$ cat config.mk
export PLATFORM = sky130hd
export DESIGN_NAME = traffic_light
export DESIGN_NICKNAME = d
export VERILOG_FILES = /design/src/rtl/traffic_light.sv
export SDC_FILE = /design/constraint.sdc
export NUM_CORES = 1
export LEC_CHECK = 0
export CELL_PAD_IN_SITES_DETAIL_PLACEMENT = 1
export CELL_PAD_IN_SITES_GLOBAL_PLACEMENT = 1
export CORE_MARGIN = 2
export CORE_UTILIZATION = 33
export DETAILED_ROUTE_END_ITERATION = 8
export PLACE_DENSITY_LB_ADDON = 0.1
export SKIP_CTS_REPAIR_TIMING = 1
export SYNTH_ARGS = -nofsm -noshare
export SYNTH_HDL_FRONTEND = slang
export SYNTH_SLANG_ARGS = --single-unit
$ cat constraint.sdc
create_clock -name clk -period 1.55 [get_ports clk]
set_input_delay 0.3875 -clock clk [delete_from_list [all_inputs] [get_ports clk]]
set_output_delay 0.3875 -clock clk [all_outputs]
set_load 0.005 [all_outputs]
$ cat src/rtl/traffic_light.sv
// Single-road RED -> GREEN -> YELLOW sequencer with a pedestrian request that shortens green.
// Optional macro TRAFFIC_LIGHT_PASS_LATCH_EN remembers requests made outside green.
module traffic_light #(
  parameter int unsigned RED_TIME    = 10,
  parameter int unsigned GREEN_TIME  = 60,
  parameter int unsigned YELLOW_TIME = 5,
  parameter int unsigned PASS_TIME   = 10
) (
  input  logic       clk,
  input  logic       rst_n,
  input  logic       pass_request,
  output logic [7:0] clock,
  output logic       red,
  output logic       yellow,
  output logic       green
);

  localparam logic [1:0] S_RED    = 2'd0;
  localparam logic [1:0] S_GREEN  = 2'd1;
  localparam logic [1:0] S_YELLOW = 2'd2;

  localparam logic [7:0] L_RED    = 8'(RED_TIME);
  localparam logic [7:0] L_GREEN  = 8'(GREEN_TIME);
  localparam logic [7:0] L_YELLOW = 8'(YELLOW_TIME);
  localparam logic [7:0] L_PASS   = 8'(PASS_TIME);

  logic [1:0] r_state;
  logic [7:0] r_clock;
  logic       r_red;
  logic       r_yellow;
  logic       r_green;

  logic [1:0] w_next_state;
  logic [7:0] w_next_clock;
  logic       w_last;

  assign w_last = (r_clock == 8'd1);

`ifdef TRAFFIC_LIGHT_PASS_LATCH_EN
  logic r_pass_pending;
  logic w_pending_next;
  logic w_green_short;

  // A request on the very edge that enters green is honoured directly.
  assign w_green_short = r_pass_pending | pass_request;

  always_comb begin
    w_pending_next = r_pass_pending;
    if (r_state != S_GREEN && pass_request)
      w_pending_next = 1'b1;
    if (r_state == S_RED && w_last)
      w_pending_next = 1'b0;
  end
`else
  logic w_green_short;
  assign w_green_short = 1'b0;
`endif

  // NOTE: defaults first so every path assigns every output -- no latch.
  always_comb begin
    w_next_state = r_state;
    w_next_clock = r_clock - 8'd1;
    case (r_state)
      S_RED: begin
        if (w_last) begin
          w_next_state = S_GREEN;
          w_next_clock = w_green_short ? L_PASS : L_GREEN;
        end
      end
      S_GREEN: begin
        // A held request stops re-applying once clock has reached PASS_TIME.
        if (pass_request && (r_clock > L_PASS)) begin
          w_next_clock = L_PASS;
        end else if (w_last) begin
          w_next_state = S_YELLOW;
          w_next_clock = L_YELLOW;
        end
      end
      S_YELLOW: begin
        if (w_last) begin
          w_next_state = S_RED;
          w_next_clock = L_RED;
        end
      end
      default: begin
        w_next_state = S_RED;
        w_next_clock = L_RED;
      end
    endcase
  end

  // NOTE: non-blocking assignments so every register samples pre-edge values.
  always_ff @(posedge clk) begin
    if (!rst_n) begin
      r_state  <= S_RED;
      r_clock  <= L_RED;
      r_red    <= 1'b1;
      r_yellow <= 1'b0;
      r_green  <= 1'b0;
    end else begin
      r_state  <= w_next_state;
      r_clock  <= w_next_clock;
      r_red    <= (w_next_state == S_RED);
      r_yellow <= (w_next_state == S_YELLOW);
      r_green  <= (w_next_state == S_GREEN);
    end
  end

`ifdef TRAFFIC_LIGHT_PASS_LATCH_EN
  always_ff @(posedge clk) begin
    if (!rst_n)
      r_pass_pending <= 1'b0;
    else
      r_pass_pending <= w_pending_next;
  end
`endif

  assign clock  = r_clock;
  assign red    = r_red;
  assign yellow = r_yellow;
  assign green  = r_green;

endmodule

# Word-level counts from Yosys, hierarchy flattened
# Index checks and enable logic that the tools add are counted.
# Widths: inputs -> output; s select.
[classes]
add_sub_neg = 1
order_cmp = 1
eq_ne = 5
muxes = 10
reduce_logical = 3
[op_table]
columns = ["cell", "count"]
rows = [
  ["$mux 8", 4],
  ["$pmux 8 s3", 1],
  ["$eq 8x1->1 const B", 1],
  ["$gt 8x4->1 const B", 1],
  ["$mux 2", 4],
  ["$sub 8x1->8 const B", 1],
  ["$pmux 2 s3", 1],
  ["$eq 2x1->1 const B", 2],
  ["$eq 2x2->1 const B", 2],
  ["$logic_not 2->1", 2],
  ["$logic_and 1x1->1", 1],
]
[word_totals]
ff_bits = 13

# Logic depth before layout (Yosys ltp)
[logic_depth]
ltp_word = 5
ltp_mapped = 7
depth_no_buf = 7

# Worst setup path after synthesis
# Ideal clock, no wire load.
[synth_timing]
kind = "register to register"
start = "register r_clock[1], in the netlist clock[1]"
end = "register r_clock[5], in the netlist clock[5]"
setup_ns = 0.120
arrival_ns = 1.461
path_slack_ns = -0.030
stages_incl_launch_ff = 6
n_path_buf = 0
period_less_slack_ns = 1.580
path_cell_list = "dfxtp_1 or4_4 nor2_2 xnor2_1 nor4_2 o31a_1"
[synth_between]
elab_chain_len = 4
[synth_lines]
columns = ["element", "line_no", "rtl"]
rows = [
  ["start: declaration", "28", "logic [7:0] r_clock;"],
  ["start signal: assignment", "102", "r_clock <= w_next_clock;"],
  ["$sub 8x1->8, or another cell as far along", "62", "w_next_clock = r_clock - 8'd1;"],
  ["$mux 8 / $logic_and 1x1->1 (equally long branches)", "74, 72", ""],
  ["$mux 8", "72", "if (pass_request && (r_clock > L_PASS)) begin"],
  ["$pmux 8 s3 *", "63", "case (r_state)"],
]
# Every way passes the cells marked *; elsewhere a longest branch is shown, timed or not.
# A chain may end at the register's enable or synchronous reset.

# Worst setup path in the final report
# Same ends and word-level chain as after synthesis.

==> summary.txt <==
Run status
  • Outcome: finished, violations left
  • Failing checks: negative setup slack

Final layout
  • Area of the multi-input gates: roughly 470 µm²
  • Nets: around 110
  • Share of layout cells above drive strength 1: a little under half
  • Finished Core Util: about 56%
  • Antenna cells: 0
  • Area delta synth->final: 60.1%
  • Fin cells: ~130
  • Reg area: between 200 and 300 µm²
  • Design Area, Final: 1100 µm²
  • # fillers: about 240

Logic synthesis
  • Post-synth EDFFs: 0
  • Post-synth top area share: between 30% and 40%
  • Synth Register Bits: 13
  • Synth Area in Simple Gates: between 30 and 40%
  • Mapped Area: 684 µm²
  • Ys async rst share: 0%
  • Warnings from Yosys: 0
  • Area contributors post-synth: dfxtp_1, ha_1, nor4_2, xor2_1, nor2_1
  • Syn Area/Cell: just under 10 µm²
  • Synth Flop Type: dfxtp_1
  • Post-synthesis mux area share: slightly below 3%
  • Cell with the most instances after synthesis: dfxtp_1
  • Post-synth top area cell: dfxtp_1
  • Synth cell types: 31
  • Net Count, Synth: 77
  • Sequential element share of the synthesized area: 38.0%
  • Largest family of logic cells by synthesized area: simple AND/OR/NAND/NOR gates
  • Synth Area in Compound Gates: approximately a tenth
  • Synth Area in XOR/XNOR: 6.40%
  • Area share of fa/ha/maj cells after synthesis: 5.48%
  • Syn Inst Count: 71
  • Synth top cells by count: dfxtp_1, nor2_1, nand2_1

Clock tree
  • TritonCTS Buffers: 3
  • Clk sink count: 13
  • CTS clk-pin slew, worst paths: about 0.08 ns
  • Clock Latency Late Sink: between 0.2 and 0.3 ns
  • CTS tree: built
  • Clock buffer depth: 2
  • H-tree depth: 1
  • CTS root buf: clkbuf_4

Die
  • Top Ports: 14
  • Effective utilization at floorplan: a little over a third
  • Chip height: 49.5 µm
  • DIE AREA: 2450 µm²
  • Rows: 16
  • Die W: around 50 µm
  • Core Region: around 2000 µm²

Timing
  • Rel. slew slack: between 70 and 80%
  • Fmax achieved: between 600 and 700 MHz
  • Setup TNS: -0.0654 ns
  • Worst-Margin Slew: 0.392 ns
  • Final Slew Violations: 0
  • Final hold vios: 0
  • Final min period: roughly 1.6 ns
  • Unrepaired setup endpoints after global routing: true
  • Final worst slack: -0.0541 ns
  • Fin crit share: 103%
  • Skew final: 0.00199 ns
  • Setup Viol. Count Final: 3
  • Hold Worst Slack: ~0.56 ns

Min path
  • Min-Delay Path Depth: 2
  • Min-delay worst type: flip-flop to flip-flop
  • Hold path startpoint: clock[0]$_SDFF_PN0_
  • Worst Hold Endpoint: clock[0]$_SDFF_PN0_

Worst setup path
  • Reg2reg start: clock[1]$_SDFF_PN1_
  • Worst Reg-to-Reg Cells: 5
  • R2R Setup Slk: -0.05 ns
  • Buffers & Inverters on Critical Path: 0
  • RR Endpoint: clock[5]$_SDFF_PN0_
  • Critical Path Sink Type: flip-flop
  • Worst Setup SP: clock[1]$_SDFF_PN1_
  • Critical path arrival: about 1.8 ns
  • CP cell instances: or4_4 -> nor2_4 -> xnor2_2 -> nor4_2 -> o31a_1
  • Critical path class: flip-flop to flip-flop
  • Slowest-stage cell, CP: or4_4
  • Critical Path Max Stage Delay: around 0.53 ns
  • CP Max Fanout: 5
  • CP top delay family: simple AND/OR/NAND/NOR gates
  • WP data required: between 1.5 and 2 ns
  • Startpoint types: flip-flop

Routing
  • DR vias/cell: ~4.8
  • M1 WL: 796 µm
  • First drt pass iteration count: 2
  • Met3 wire len: 64 µm
  • Post-route ant nets: 0
  • Vias: around 600
  • Average routed wire per standard cell: around 13 µm
  • Starting DRT DRC Count: 1
  • Max layer used: met3
  • Routed WL: 1630 µm
  • Drt drc: 0
  • Met2 WL: roughly 770 µm

Placement
  • Post-DP Area: roughly 900 µm²
  • Placed Instances: between 100 and 150
  • GPL Wtd Cong: approximately 0.80
  • Dpl ws: -0.182 ns
  • Detailed placement HPWL: between 1000 and 1500 µm
  • Port bufs: 13

Global route
  • Vias in the first global route: around 580
  • Gr ovfl total: 0
  • GRT Resource Usage Total: around 14%
  • Antenna violations before repair: 0
  • Pin count of the biggest net entering global routing: 10
  • First-pass GRT wire length: between 2000 and 3000 µm

Power
  • Worst vdd ir: around 0.49 mV
  • Static Leakage: about 0.54 nW
  • Tot Pwr: approximately 1.1 mW
  • PwrDens: approximately 1000 nW/µm²

Run
  • Max-cap violations: 0
## flip-flops by register name, summed over array words and instances (netlist names)
name     cells
clock        8
r_state      2
green        1
red          1
yellow       1
## area by class of cell
cell class,instances,area share [%]
flip-flops and latches,13,25.3
inverters,2,0.913
well taps,27,3.08
repair buffers,28,25.3
multi-input cells,52,42.9
clock buffers,4,2.40
## layout by cell type (no fill, tap or decap), types with 2 or more instances in the layout
cell type / instances
dlymetal6s2s_1: 8
nor4_2: 2
xor2_1: 2
clkbuf_4: 3
mux2i_1: 2
buf_4: 11
clkdlybuf4s50_1: 5
and2_1: 2
dfxtp_4: 3
or3_1: 3
nand2_1: 5
dfxtp_1: 5
nor2_1: 5
buf_6: 4
nor4_4: 2
dfxtp_2: 5
nor3b_1: 2
nand3_1: 2
o31a_1: 2
## cells by family (layout without fill, tap and decap cells)
family / after synthesis / count (layout)
multiplexers: 2 / 2
AND/OR/NAND/NOR: 34 / 34
flip-flops: 13 / 13
adder cells (fa/ha/maj): 3 / 3
AO/OA/AOI/OAI: 8 / 8
XOR/XNOR: 5 / 5
buffers and inverters: 6 / 34
## power by group
group          total [mW]  switching (mW)  leakage, nW  internal [mW]
Clock               0.209           0.109       0.0150         0.0995
Sequential          0.437          0.0538        0.109          0.383
Combinational       0.459           0.192        0.414          0.267
## worst reg2reg max path: stages (launching register included)
cell and delay, ns:
dfxtp_4 0.37, or4_4 0.53, nor2_4 0.12, xnor2_2 0.13, nor4_2 0.05, o31a_1 0.29
## routing by layer
metal,vias to the layer above,track usage (%)
met2,10,21.1
met4,0,4.17
met3,0,3.94
met1,287,20.3
li1,304,-
met5,-,0
## worst max-delay path by stage
stage,cells past startpoint,end,slack [ns]
final,5,clock[5]$_SDFF_PN0_,-0.05
after global placement,5,clock[5]$_SDFF_PN0_,-0.18
after global routing,5,clock[5]$_SDFF_PN0_,-0.15
after CTS,2,clock[0],-0.14
after floorplan,5,clock[5]$_SDFF_PN0_,-0.01
after detailed placement,5,clock[5]$_SDFF_PN0_,-0.18
(Power assumes the default switching activity.)
